--- config.mk ---
export PLATFORM = sky130hd
export DESIGN_NAME = weight_tile_streamer
export DESIGN_NICKNAME = d
export VERILOG_FILES = /design/src/rtl/weight_tile_streamer.sv
export SDC_FILE = /design/constraint.sdc
export NUM_CORES = 1
export LEC_CHECK = 0
export BUFFER_PORTS_ARGS = -buffer_cell sky130_fd_sc_hd__buf_2
export CORE_ASPECT_RATIO = 1.4
export CORE_MARGIN = 2
export CORE_UTILIZATION = 37
export CTS_BUF_LIST = sky130_fd_sc_hd__clkbuf_2
export DETAILED_ROUTE_END_ITERATION = 12
export HOLD_SLACK_MARGIN = 0.03
export PLACE_DENSITY_LB_ADDON = 0.08
export SYNTH_ARGS = -nofsm -noshare
export SYNTH_HDL_FRONTEND = slang
export SYNTH_SLANG_ARGS = --single-unit
--- constraint.sdc ---
create_clock -name clk -period 3.3 [get_ports clk]
set_input_delay 0.33 -clock clk [delete_from_list [all_inputs] [get_ports clk]]
set_output_delay 0.33 -clock clk [all_outputs]
set_load 0.1 [all_outputs]
--- src/rtl/weight_tile_streamer.sv ---
// weight_tile_streamer: streams an int8 weight matrix from beat-wide memory
// to the GEMV weight port one row tile at a time, zeroing lanes past cols.
//
// Ports:
//   clk, rst              clock, synchronous active-high reset
//   start                 begin a job (sampled only when idle)
//   base_addr, rows, cols job parameters, latched on start
//   mem_req, mem_addr     one-beat read request (data returns next cycle)
//   mem_rdata             BEAT_BYTES elements, lane j at [8j+7:8j]
//   w_valid, w_ready      tile handshake toward the GEMV engine
//   w_tile_row_out        TILE_SIZE signed elements of the presented tile
//   row_idx, tile_idx     position of the presented tile
//   last_tile             presented tile is the final one of the matrix
//   busy, done            job in progress / one-cycle completion pulse
module weight_tile_streamer #(
  parameter int DATA_WIDTH  = 8,
  parameter int TILE_SIZE   = 32,
  parameter int BEAT_BYTES  = 8,
  parameter int MAX_ROWS    = 1024,
  parameter int MAX_COLUMNS = 1024,
  parameter int ADDR_WIDTH  = 24,
  localparam int MAX_DIM =
    (MAX_ROWS > MAX_COLUMNS) ? MAX_ROWS : MAX_COLUMNS,
  localparam int DIM_W = $clog2(MAX_DIM) + 1
) (
  input  logic                  clk,
  input  logic                  rst,
  input  logic                  start,
  input  logic [ADDR_WIDTH-1:0] base_addr,
  input  logic [DIM_W-1:0]      rows,
  input  logic [DIM_W-1:0]      cols,
  output logic                  mem_req,
  output logic [ADDR_WIDTH-1:0] mem_addr,
  input  logic [BEAT_BYTES*DATA_WIDTH-1:0] mem_rdata,
  output logic                  w_valid,
  input  logic                  w_ready,
  output logic signed [DATA_WIDTH-1:0]
                                w_tile_row_out [0:TILE_SIZE-1],
  output logic [DIM_W-2:0]      row_idx,
  output logic [DIM_W-2:0]      tile_idx,
  output logic                  last_tile,
  output logic                  busy,
  output logic                  done
);

  localparam int BEATS = TILE_SIZE / BEAT_BYTES;
  localparam int BW    = (BEATS > 1) ? $clog2(BEATS) : 1;
  localparam int IW    = DIM_W - 1;
  localparam int TW    = DIM_W + 1;
  localparam int PW    = DIM_W + $clog2(TILE_SIZE) + 1;
  localparam int BDW   = BEAT_BYTES * DATA_WIDTH;

  typedef enum logic [2:0] {
    S_IDLE,
    S_FETCH,
    S_STAGED,
    S_DRAIN,
    S_FINISH
  } state_t;

  state_t state, state_nx;

  logic [ADDR_WIDTH-1:0] addr_q;
  logic [DIM_W-1:0]      rows_q, cols_q;
  logic [TW-1:0]         tpr_q, tpr_calc;
  logic [BW-1:0]         beat_q;
  logic [IW-1:0]         f_row, f_tile;
  logic [BDW-1:0]        stage_q [BEATS];
  logic                  rd_vld;
  logic [BW-1:0]         rd_beat;

  logic                  out_vld;
  logic signed [DATA_WIDTH-1:0] out_q [TILE_SIZE];
  logic [IW-1:0]         out_row, out_tile;
  logic                  out_last;

  logic                  zero_dim, handoff, tile_wrap, f_last;
  logic [PW-1:0]         col_base;
  logic [BDW-1:0]        beat_data;
  logic signed [DATA_WIDTH-1:0] tile_view [TILE_SIZE];

  assign zero_dim = (rows == '0) || (cols == '0);
  assign tpr_calc = ({1'b0, cols} + TW'(TILE_SIZE - 1))
                    / TW'(TILE_SIZE);

  assign tile_wrap = ({2'b0, f_tile} == tpr_q - TW'(1));
  assign f_last    = ({1'b0, f_row} == rows_q - DIM_W'(1))
                     && tile_wrap;

  // The output register frees up either when empty or when its
  // current tile is accepted on this very edge.
  assign handoff = (state == S_STAGED) && (!out_vld || w_ready);

  always_ff @(posedge clk) begin
    if (rst) state <= S_IDLE;
    else     state <= state_nx;
  end

  always_comb begin
    state_nx = state;
    mem_req  = 1'b0;
    busy     = 1'b0;
    done     = 1'b0;
    unique case (state)
      S_IDLE: begin
        if (start) state_nx = zero_dim ? S_FINISH : S_FETCH;
      end
      S_FETCH: begin
        busy    = 1'b1;
        mem_req = 1'b1;
        if (beat_q == BW'(BEATS - 1)) state_nx = S_STAGED;
      end
      S_STAGED: begin
        busy = 1'b1;
        if (handoff) begin
          if (f_last) begin
            state_nx = S_DRAIN;
          end else begin
            // first beat of the next tile overlaps the handoff
            mem_req  = 1'b1;
            state_nx = (BEATS == 1) ? S_STAGED : S_FETCH;
          end
        end
      end
      S_DRAIN: begin
        busy = 1'b1;
        if (out_vld && w_ready) state_nx = S_FINISH;
      end
      S_FINISH: begin
        done     = 1'b1;
        state_nx = S_IDLE;
      end
      default: state_nx = S_IDLE;
    endcase
  end

  // The last beat is still on mem_rdata during the first STAGED
  // cycle, so it is merged in directly instead of waiting a cycle.
  always_comb begin
    beat_data = '0;
    col_base  = PW'(f_tile) * PW'(TILE_SIZE);
    for (int b = 0; b < BEATS; b++) begin
      beat_data = (rd_vld && rd_beat == BW'(b)) ? mem_rdata
                                                : stage_q[b];
      for (int j = 0; j < BEAT_BYTES; j++) begin
        if (col_base + PW'(b * BEAT_BYTES + j) >= PW'(cols_q))
          tile_view[b*BEAT_BYTES+j] = '0;
        else
          tile_view[b*BEAT_BYTES+j] =
            beat_data[j*DATA_WIDTH +: DATA_WIDTH];
      end
    end
  end

  always_ff @(posedge clk) begin
    if (rst) begin
      addr_q   <= '0;
      rows_q   <= '0;
      cols_q   <= '0;
      tpr_q    <= '0;
      beat_q   <= '0;
      f_row    <= '0;
      f_tile   <= '0;
      rd_vld   <= 1'b0;
      rd_beat  <= '0;
      out_vld  <= 1'b0;
      out_row  <= '0;
      out_tile <= '0;
      out_last <= 1'b0;
      for (int i = 0; i < TILE_SIZE; i++) out_q[i] <= '0;
      for (int b = 0; b < BEATS; b++) stage_q[b] <= '0;
    end else begin
      rd_vld  <= mem_req;
      rd_beat <= beat_q;
      if (rd_vld) stage_q[rd_beat] <= mem_rdata;

      if (state == S_IDLE && start) begin
        addr_q <= base_addr;
        rows_q <= rows;
        cols_q <= cols;
        tpr_q  <= tpr_calc;
        beat_q <= '0;
        f_row  <= '0;
        f_tile <= '0;
      end

      if (mem_req) begin
        addr_q <= addr_q + ADDR_WIDTH'(BEAT_BYTES);
        beat_q <= (beat_q == BW'(BEATS - 1)) ? '0
                                             : beat_q + BW'(1);
      end

      if (handoff) begin
        out_vld  <= 1'b1;
        out_q    <= tile_view;
        out_row  <= f_row;
        out_tile <= f_tile;
        out_last <= f_last;
        if (tile_wrap) begin
          f_tile <= '0;
          f_row  <= f_row + IW'(1);
        end else begin
          f_tile <= f_tile + IW'(1);
        end
      end else if (out_vld && w_ready) begin
        out_vld <= 1'b0;
      end
    end
  end

  assign mem_addr       = addr_q;
  assign w_valid        = out_vld;
  assign w_tile_row_out = out_q;
  assign row_idx        = out_row;
  assign tile_idx       = out_tile;
  assign last_tile      = out_last;

endmodule

==> impl_metrics.ini <==
[grt]
grt-ovfl-total = 0
grt_pass1_wl_microns = 150000
antenna_found_initial = 5
track_usage = 0.263
grt_max_degree = 188
grt_pass1_vias = 25100

[flow_run]
max-cap-violations = 0

[logic_synthesis]
synth_cell_type_count = 77
ys.flop_type = dfxtp_1
synthCells = 3004
synth-seq-area-share = 0.560
syn_area_sq_um = 26600
ys_top_cells_by_area = edfxtp_1 (29%), dfxtp_1 (27%), a21oi_1 (11%), nand2_1 (9.3%), and3_1 (4.9%)
async_reset_ff_frac = 0
synth_nets = 3131
synth_edf_count = 256
netlist.area_leader.share = 0.289
synth_top_area_cell = edfxtp_1
ys_ff_latch = 615
synth_warnings = 0
avgSynthCellArea_sq_um = 8.85

[placed_design]
gp_congestion = 0.833
port-buffer-count = 418
dp.cells = 4210
hpwlAfterDp_microns = 60500

[clock_network]
htree_levels = 4
cts_root_buffer = clkbuf_2
tritoncts = done
cts.path.max_buffers = 3
cts_sinks = 615
cts_made_buffers = 159
clk_pin_slew_ns = 0.10
insertion_delay_ns = 1.35

[timing]
tightest_slew_ns = 1.08
setup_viol = 1
fin_ws_ns = -1.01
rsz0062_at_grt = yes
fmax_mhz = 232
clock_skew_ns = 0.0855
drv_slew = 0
maxSlewHeadroom = 0.277
finalCritPeriodShare = 1.31
hold_violations = 0
fin_crit_ns = 4.31

[power]
p_leak_nw = 14.9
power_mw = 17.6
powerDensity_nw_per_um2 = 515
ir_drop_v = 0.000254

[critical_path]
cp_common_cell = buf_12
crit_type = reg -> out
crit_chain = inv_1 -> ha_1 -> or3b_4 -> nor4b_2 -> xnor2_1 -> nand4_1 -> or3_4 -> o31ai_4 -> buf_12 -> inv_6 -> buf_12
arrival_ns = 3.98
critPathLaunchType = flop
crit_path_end_kind = output pin
slowest_delay_ns = 0.42
path_max_fanout = 5
required_ns = 2.97
critPathBufInv = 4
slowest_stage = or3b_4
critPathTopFamily = simple AND/OR/NAND/NOR gates

[hold_path]
holdCritPathClass = in -> reg

[floorplan]
io_pins = 419
core_area_sq_um = 71300
die_w_microns = 231
row_count = 116
die_h_microns = 321
floorplan.die_area_sq_um = 74000
start_util = 0.373

[drt]
ant_nets = 0
drt_iter0_markers = 1329
post_drt_wl_per_cell_microns = 20.4
viasPerCell = 5.20
vias = 25000
drt_first_pass_iters = 6
drcViolationCount = 0
routed_wl_microns = 98300

[layout]
nets = 3851
seqCellArea_sq_um = 14900
syn_to_final_growth_pct = 28.6
layout-drive-gt1-share = 0.205
final_cells = 4807
n_fill_cell = 7066
postLayoutCoreUtil = 0.480
multi_input_area_sq_um = 10900

[outcome]
violations = setup timing
run_status = complete, but fails checks
==> synthesized netlist by cell type (all sizes together) (14+ instances only) <==
cell and n:
nand2 655, a21oi 579, dfxtp 359, nor2 318, edfxtp 256, and3 207, clkbuf 187, and2 72
o21ai 47, nand3 28, buf 23, inv 21, a31oi 20, or4 14
==> layout by cell type, fill, tap and decap left out, drive strengths merged, types with 14 or more instances in the layout <==
cell type    instances
nand2              655
a21oi              579
buf                472
dfxtp              359
nor2               318
dlygate4sd3        297
edfxtp             256
clkbuf             247
and3               207
and2                72
o21ai               47
clkinv              34
nand3               28
inv                 27
a31oi               20
or4                 14
==> worst min-delay path: cells and delay by family <==
kind	cells	cell delay [ns]
multiplexers	1	0.13
AO/OA/AOI/OAI	1	0.09
AND/OR/NAND/NOR	4	0.32
buffers and inverters	2	0.68
==> area by class of cell <==
cell class	instances	area share
Antenna cell	8	0.000586
Clock inverter	45	0.00769
Tap cell	944	0.0346
Inverter	22	0.00271
Multi-Input combinational cell	2157	0.318
Sequential cell	615	0.435
Timing Repair Buffer	769	0.165
Clock buffer	247	0.0362
==> sequential cells by signal, indices dropped and copies added, names as in the netlist, 11 cells and up <==
register / flops
cols_q: 11
mem_addr: 24
rows_q: 11
stage_q: 256
w_tile_row_out: 256
==> stage by stage <==
stage	setup slack (ns)	TNS, ns	area, sq um	hold slack (ns)
after floorplan	0.246	0	26600	0.436
after global placement	0.164	0	29600	0.440
after detailed placement	0.127	0	29600	0.451
after CTS	-1.22	-1.22	34100	0.0393
after global routing	-1.35	-1.35	34200	0.108
final	-1.01	-1.01	34200	0.268
==> what timing repair did <==
item / 4_1_cts / 5_1_grt
resized for setup: 10 / 9
buffers inserted: 0 / 0
endpoints found under the hold margin: 789 / 0
setup endpoints to repair: 1 / 41
pin swaps: 2 / 0
hold buffers: 297 / 0
gates cloned: 0 / 0
==> metal layers <==
layer	GRT usage	part of all wire
met5	0	0
met4	0.0935	0.027
met3	0.0568	0.056
met2	0.460	0.50
met1	0.316	0.41
==> power breakdown <==
part           internal (mW)  switching [mW]
clock network           2.22            3.30
registers               8.29           0.254
logic                  0.957            2.57
==> path summary, 6_finish.rpt <==
kind	from	end	slack (ns)	cells after the start
min	cols[1]	state[2]	0.27	8
max reg2reg	rows_q[1]	mem_addr[21]	0.21	12
min reg2reg	row_idx[7]	row_idx[7]	0.46	2
max	rows_q[1]	mem_req	-1.01	11
==> kinds of logic after synthesis <==
group / share of synthesized area
AND/OR/NAND/NOR: 0.239
buffers and inverters: 0.0365
XOR/XNOR: 0.00692
adder cells (fa/ha/maj): 0.00612
AO/OA/AOI/OAI: 0.147
multiplexers: 0.00537
flip-flops: 0.560
Note: power is estimated with default switching activity, not from simulation.
